**src/rtl/alu_pkg.sv**
```systemverilog
// alu_pkg: shared opcode/state enums and flag bit positions for alu_seq
package alu_pkg;
  typedef enum logic [2:0] {
    OP_AND = 3'b000,
    OP_OR  = 3'b001,
    OP_ADD = 3'b010,
    OP_SUB = 3'b011,
    OP_XOR = 3'b100,
    OP_SLL = 3'b101,
    OP_SRL = 3'b110,
    OP_MUL = 3'b111
  } alu_op_e;
  typedef enum logic {IDLE = 1'b0, MUL = 1'b1} alu_state_e;
  localparam int FLG_N = 3;
  localparam int FLG_Z = 2;
  localparam int FLG_C = 1;
  localparam int FLG_V = 0;
  function automatic logic [3:0] pack_flags(input logic n, input logic z, input logic c, input logic v);
    pack_flags = '0;
    pack_flags[FLG_N] = n;
    pack_flags[FLG_Z] = z;
    pack_flags[FLG_C] = c;
    pack_flags[FLG_V] = v;
  endfunction
endpackage

```
**src/rtl/alu_seq_if.sv**
```systemverilog
// alu_seq_if: request/response valid-ready bundle between operand fetch and write-back
interface alu_seq_if #(parameter int WIDTH = 16);
  logic [WIDTH-1:0] A;
  logic [WIDTH-1:0] B;
  logic [2:0]       ALUControl;
  logic             in_valid;
  logic             in_ready;
  logic [WIDTH-1:0] ALUResult;
  logic [3:0]       flags;
  logic             out_valid;
  logic             out_ready;
  modport master (output A, B, ALUControl, in_valid, out_ready, input in_ready, ALUResult, flags, out_valid);
  modport slave  (input A, B, ALUControl, in_valid, out_ready, output in_ready, ALUResult, flags, out_valid);
endinterface

```
**src/rtl/alu_mul_seq.sv**
```systemverilog
// alu_mul_seq: iterative shift-add multiplier, one multiplier bit per cycle, done on the WIDTH-th cycle
module alu_mul_seq #(parameter int WIDTH = 16) (
  input  logic               clk,
  input  logic               rst_n,
  input  logic               start_i,
  input  logic [WIDTH-1:0]   a_i,
  input  logic [WIDTH-1:0]   b_i,
  output logic               done_o,
  output logic [2*WIDTH-1:0] prod_o
);
  localparam int CW = $clog2(WIDTH + 1);
  logic               busy_q;
  logic [CW-1:0]      cnt_q;
  logic [2*WIDTH-1:0] mcand_q;
  logic [WIDTH-1:0]   mplier_q;
  logic [2*WIDTH-1:0] acc_q, acc_d;
  assign acc_d  = acc_q + (mplier_q[0] ? mcand_q : '0);
  assign done_o = busy_q && (cnt_q == CW'(WIDTH - 1));
  assign prod_o = acc_d;
  // load operands on start, then accumulate one partial product per cycle
  always_ff @(posedge clk or negedge rst_n) begin
    if (!rst_n) begin
      busy_q   <= 1'b0;
      cnt_q    <= '0;
      mcand_q  <= '0;
      mplier_q <= '0;
      acc_q    <= '0;
    end else if (start_i) begin
      busy_q   <= 1'b1;
      cnt_q    <= '0;
      mcand_q  <= {{WIDTH{1'b0}}, a_i};
      mplier_q <= b_i;
      acc_q    <= '0;
    end else if (busy_q) begin
      busy_q   <= !done_o;
      cnt_q    <= cnt_q + 1'b1;
      mcand_q  <= mcand_q << 1;
      mplier_q <= mplier_q >> 1;
      acc_q    <= acc_d;
    end
  end
endmodule

```
**src/rtl/alu_seq.sv**
```systemverilog
// alu_seq: handshaked ALU with registered result/flags and an iterative MUL
module alu_seq
  import alu_pkg::*;
#(
  parameter int WIDTH = 16,
  parameter int SHW   = $clog2(WIDTH)
) (
  input logic      clk,
  input logic      rst_n,
  alu_seq_if.slave bus
);
  localparam int M = WIDTH - 1;
  alu_state_e         state_q, state_d;
  logic [WIDTH-1:0]   res_q, res_d;
  logic [3:0]         flg_q, flg_d;
  logic               ov_q, ov_d;
  alu_op_e            op;
  logic               hs, mul_start, mul_done;
  logic [2*WIDTH-1:0] prod;
  logic [WIDTH:0]     sum, diff;
  logic [WIDTH-1:0]   alu_res;
  logic               alu_c, alu_v;
  assign op            = alu_op_e'(bus.ALUControl);
  assign bus.in_ready  = (state_q == IDLE) && (!ov_q || bus.out_ready);
  assign hs            = bus.in_valid && bus.in_ready;
  assign mul_start     = hs && (op == OP_MUL);
  assign sum           = {1'b0, bus.A} + {1'b0, bus.B};
  assign diff          = {1'b0, bus.A} - {1'b0, bus.B};
  assign bus.ALUResult = res_q;
  assign bus.flags     = flg_q;
  assign bus.out_valid = ov_q;
  alu_mul_seq #(.WIDTH(WIDTH)) u_mul (
    .clk     (clk),
    .rst_n   (rst_n),
    .start_i (mul_start),
    .a_i     (bus.A),
    .b_i     (bus.B),
    .done_o  (mul_done),
    .prod_o  (prod)
  );
  // single-cycle datapath; diff[WIDTH] is the unsigned borrow
  always_comb begin
    alu_res = '0;
    alu_c   = 1'b0;
    alu_v   = 1'b0;
    case (op)
      OP_AND: alu_res = bus.A & bus.B;
      OP_OR:  alu_res = bus.A | bus.B;
      OP_XOR: alu_res = bus.A ^ bus.B;
      OP_SLL: alu_res = bus.A << bus.B[SHW-1:0];
      OP_SRL: alu_res = bus.A >> bus.B[SHW-1:0];
      OP_ADD: begin
        alu_res = sum[M:0];
        alu_c   = sum[WIDTH];
        alu_v   = (bus.A[M] == bus.B[M]) && (sum[M] != bus.A[M]);
      end
      OP_SUB: begin
        alu_res = diff[M:0];
        alu_c   = diff[WIDTH];
        alu_v   = (bus.A[M] != bus.B[M]) && (diff[M] != bus.A[M]);
      end
      default: alu_res = '0;
    endcase
  end
  // next state and output-register update; a fresh result wins over consumption
  always_comb begin
    state_d = state_q;
    res_d   = res_q;
    flg_d   = flg_q;
    ov_d    = ov_q && !bus.out_ready;
    if (mul_start) state_d = MUL;
    else if (state_q == MUL && mul_done) state_d = IDLE;
    if (hs && op != OP_MUL) begin
      res_d = alu_res;
      flg_d = pack_flags(alu_res[M], alu_res == '0, alu_c, alu_v);
      ov_d  = 1'b1;
    end else if (mul_done) begin
      res_d = prod[M:0];
      flg_d = pack_flags(prod[M], prod[M:0] == '0, |prod[2*WIDTH-1:WIDTH], 1'b0);
      ov_d  = 1'b1;
    end
  end
  // state and output registers
  always_ff @(posedge clk or negedge rst_n) begin
    if (!rst_n) begin
      state_q <= IDLE;
      res_q   <= '0;
      flg_q   <= '0;
      ov_q    <= 1'b0;
    end else begin
      state_q <= state_d;
      res_q   <= res_d;
      flg_q   <= flg_d;
      ov_q    <= ov_d;
    end
  end
endmodule

```
**src/flat_wrapper.sv**
```systemverilog
// flat-port wrapper written by rule: the top's interface ports become plain ports
module alu_seq_flat import alu_pkg::*;
#(
  parameter int WIDTH = 16,
  parameter int SHW   = $clog2(WIDTH)
)
  (clk, rst_n, bus_A, bus_B, bus_ALUControl, bus_in_valid, bus_out_ready, bus_in_ready, bus_ALUResult, bus_flags, bus_out_valid);
  alu_seq_if #(.WIDTH(WIDTH)) bus_i ();
  input logic clk;
  input logic rst_n;
  input wire logic [$bits(bus_i.A)-1:0] bus_A;
  input wire logic [$bits(bus_i.B)-1:0] bus_B;
  input wire logic [$bits(bus_i.ALUControl)-1:0] bus_ALUControl;
  input wire logic [$bits(bus_i.in_valid)-1:0] bus_in_valid;
  input wire logic [$bits(bus_i.out_ready)-1:0] bus_out_ready;
  output wire logic [$bits(bus_i.in_ready)-1:0] bus_in_ready;
  output wire logic [$bits(bus_i.ALUResult)-1:0] bus_ALUResult;
  output wire logic [$bits(bus_i.flags)-1:0] bus_flags;
  output wire logic [$bits(bus_i.out_valid)-1:0] bus_out_valid;
  assign bus_i.A = bus_A;
  assign bus_i.B = bus_B;
  assign bus_i.ALUControl = bus_ALUControl;
  assign bus_i.in_valid = bus_in_valid;
  assign bus_i.out_ready = bus_out_ready;
  assign bus_in_ready = bus_i.in_ready;
  assign bus_ALUResult = bus_i.ALUResult;
  assign bus_flags = bus_i.flags;
  assign bus_out_valid = bus_i.out_valid;
  alu_seq #(.WIDTH(WIDTH), .SHW(SHW)) u_core (.clk(clk), .rst_n(rst_n), .bus(bus_i));
endmodule
```
**config.mk**
```make
export PLATFORM = sky130hd
export DESIGN_NAME = alu_seq_flat
export DESIGN_NICKNAME = d
export VERILOG_FILES = /design/src/rtl/alu_pkg.sv /design/src/rtl/alu_seq_if.sv /design/src/rtl/alu_mul_seq.sv /design/src/rtl/alu_seq.sv /design/src/flat_wrapper.sv
export SDC_FILE = /design/constraint.sdc
export NUM_CORES = 1
export LEC_CHECK = 0
export CORE_UTILIZATION = 55
export CTS_CLUSTER_SIZE = 30
export DETAILED_ROUTE_END_ITERATION = 16
export MAX_ROUTING_LAYER = met4
export PLACE_DENSITY = 0.77
export SLEW_MARGIN = 20
export SYNTH_ARGS = -nofsm -noshare
export SYNTH_HDL_FRONTEND = slang
export SYNTH_SLANG_ARGS = --single-unit
```
**constraint.sdc**
```tcl
create_clock -name clk -period 3.4 [get_ports clk]
set_clock_uncertainty 0.2 [all_clocks]
set_input_delay 0.68 -clock clk [delete_from_list [all_inputs] [get_ports clk]]
set_output_delay 0.68 -clock clk [all_outputs]
set_load 0.02 [all_outputs]
```
==> flow_summary_export.csv <==
group,metric,value,unit
yosys,async_flop_share,100,%
worst_setup_path,arrival,3.80,ns
sta,slew-limit-headroom,41.4,%
worst_setup_path,start_kind,"flop",
placed_design,port_buffers,60,
job,cap_viol_max_count,0,
sta,setup_tns,-0.789,ns
worst_setup_path,worst-r2r-cell-count,13,
yosys,syn-num-nets,1426,
worst_setup_path,worstSetupPathType,"reg -> reg",
route,vias,11900,
floorplan,die_w,141,µm
placed_design,dpl.hpwl,29900,µm
clocking,cts_hold_buf,0,
global_route,antenna_found_initial,0,
layout,layout-drive-gt1-share,31.8,%
worst_setup_path,r2r-start,"u_core.u_mul.mplier_q[0]",
layout,multi_input_area,7940,µm²
clocking,insertion_delay,0.36,ns
floorplan,dieArea,20000,µm²
route,drt-total-wl,39100,µm
global_route,grt_pass1_vias,11500,
worst_setup_path,critPathMaxFanout,8,
clocking,cts_buffer_depth,2,
yosys,synth-compound-area-share,23.1,%
sta,period_minus_slack,3.76,ns
floorplan,pin_count,61,
yosys,synth_edf_count,0,
layout,layout_commonest_cell,"buf_4",
layout,regArea,2680,µm²
status,violations,"setup timing",
sta,hold_viol,0,
worst_setup_path,cp-end-kind,"flop",
layout,nFillCells,1346,
yosys,synthMuxAreaShare,14.5,%
yosys,synth_top_cell_area_share,25.0,%
yosys,yosysWarningCount,0,
clocking,cts_tree,"built",
clocking,clockRootBuffer,"clkbuf_16",
yosys,synthFlopType,"dfrtp_1",
clocking,cts.clk_slew.worst_paths,0.08,ns
global_route,grt_max_degree,87,
worst_setup_path,required,3.44,ns
placed_design,dp.cells,1882,
route,wl_per_cell,20.4,µm
pwr,max-vdd-ir-drop,0.000439,V
sta,setup_violations,7,
layout,final_util,79.0,%
route,ant_nets,0,
yosys,synthTopCellsByArea,"dfrtp_1 25%, ha_1 9.6%, mux2i_1 9.5%",
floorplan,start_util,56.6,%
layout,layout_common_cells,"362 x buf_4, 131 x nor2_1, 105 x dfrtp_1, 103 x nand2_1, 101 x mux2i_1",
floorplan,fp.coreArea,18900,µm²
layout,insertedDiodeCount,0,
yosys,synth-simple-area-share,18.8,%
sta,finalMaxSlewViolations,0,
yosys,ys_ff_latch,107,
global_route,grt_pass1_wl,60900,µm
worst_setup_path,critPathLaunch,"u_core.u_mul.mplier_q[0]",
min_path,hp-class,"in -> async",
route,drcViolationCount,0,
sta,clock.fmax,0.266,GHz
worst_setup_path,r2r-end,"u_core.bus.flags[1]",
pwr,power,8930,µW
clocking,numCtsBuffers,9,
route,first_pass_iters,6,
yosys,synthCells,1302,
sta,rsz0062_at_grt,"yes",
clocking,htreeDepth,3,
layout,stdcell_count,1916,
layout,synthToLayoutAreaGrowth,39.6,%
sta,setup_slack,-0.360,ns
sta,min_period_over_period,111,%
global_route,overflow,0,
global_route,track_usage,40.4,%
floorplan,row_count,50,
layout,final_nets,1775,
yosys,netlist_area,10700,µm²
yosys,synth_top_family_by_area,"compound AO/OA/AOI/OAI gates",
yosys,yosys.area_share.adder,10.2,%
sta,holdWs,0.212,ns
yosys,syn_area_per_cell,8.21,µm²
worst_setup_path,r2r_setup_slack,-0.36,ns
yosys,ys_types,76,
clocking,cts_sinks,107,
yosys,yosysTopAreaCell,"dfrtp_1",
sta,worst_pin_slew,0.878,ns
pwr,power.density,598,nW/µm²
route,drt-initial-drc-count,1121,
route,viasPerCell,6.20,
status,status,"complete, but fails checks",
floorplan,dieHeight,141,µm
yosys,ys_seq_area_share,25.0,%
pwr,power.leakage,0.00713,µW
yosys,synthXorXnorAreaFrac,2.78,%
placed_design,place.gp.congestion,1.02,
## worst max path at each step
stage / end / depth (start not counted)
4_1_cts: u_core.bus.flags[1] / 13
5_1_grt: u_core.bus.flags[1] / 14
2_1_floorplan: u_core.bus.flags[0] / 12
3_5_place_dp: u_core.bus.flags[2] / 14
6_report: u_core.bus.flags[1] / 13
3_3_place_gp: u_core.bus.flags[2] / 14
## per-stage QoR
stage	cell area, µm²	setup slack [ns]
after floorplan	10800	-0.0231
after global placement	14100	-0.695
after detailed placement	14100	-0.730
after CTS	14600	-0.321
after global routing	14900	-0.477
final	14900	-0.360
## registers in the layout, summed over array words and instances, names as in the netlist
signal                 cells
u_core.bus.flags           4
u_core.u_mul.busy_q        1
u_core.u_mul.cnt_q         5
u_core.state_q             1
u_core.u_mul.mplier_q     16
u_core.bus.ALUResult      15
u_core.bus.out_valid       1
u_core.u_mul.acc_q        32
u_core.u_mul.mcand_q      32
## cell families (layout without fill, tap and decap cells)
logic type	count (synthesis)	in the layout
compound gates	371	371
xor+xnor	34	34
fa+ha+maj	85	85
buf+inv	155	509
flops	107	107
mux	129	129
simple gates	421	421
## cell type report
| class | instances | share of cell area (%) |
|---|---|---|
| multi-input combinational | 1040 | 53.2 |
| timing repair buffer | 434 | 23.3 |
| sequential | 107 | 18.0 |
| tap | 260 | 2.18 |
| clock buffer | 12 | 1.58 |
| inverter | 59 | 1.57 |
| clock inverter | 4 | 0.243 |
## worst max-delay path, stage by stage (launching register included)
cell,delay (ns)
dfrtp_2,0.46
and2_4,0.16
ha_4,0.16
fa_2,0.39
a211oi_2,0.27
buf_4,0.15
o21ai_2,0.04
o41a_1,0.36
a211o_1,0.34
a21o_1,0.24
a2111oi_4,0.29
nand4_1,0.15
nor4_2,0.33
o22ai_1,0.11
## where the power goes
part	total [µW]	internal, µW	leakage [µW]	switching, µW
clock	1000	507	0.000129	497
combinational	5720	2720	0.00565	3000
sequential	2210	1820	0.00135	387
## cells in the mapped netlist (11+ instances only)
cell type and number:
xor2_1 15, nand2b_1 15, and2_1 38, nand2_1 104, nand3_1 29, nor2_1 136
a211oi_1 20, o211ai_1 17, ha_1 82, dfrtp_1 107, o22a_1 18, nand4_1 17
clkbuf_1 74, a21o_1 16, a31oi_1 20, o21ai_0 90, nor2b_1 15, nor3_1 22
o22ai_1 20, xnor2_1 19, mux2i_1 102, a21oi_1 79, mux4_2 20, inv_1 57
buf_2 11
## layer usage
metal  GRT usage (%)  share of wire, %  wire, µm
met5               -                 0         0
met4            16.2               3.7      1430
met3            4.86               6.5      2530
met2            66.3                48     18900
met1            50.8                41     16200
## what timing repair did
action                     4_1_cts  5_1_grt
setup endpoints to repair       18       18
pin swaps                       24       29
setup buffers                   13       10
hold endpoints to repair         0        0
resized for setup               77       75
Power figures use the tool's default switching activity.
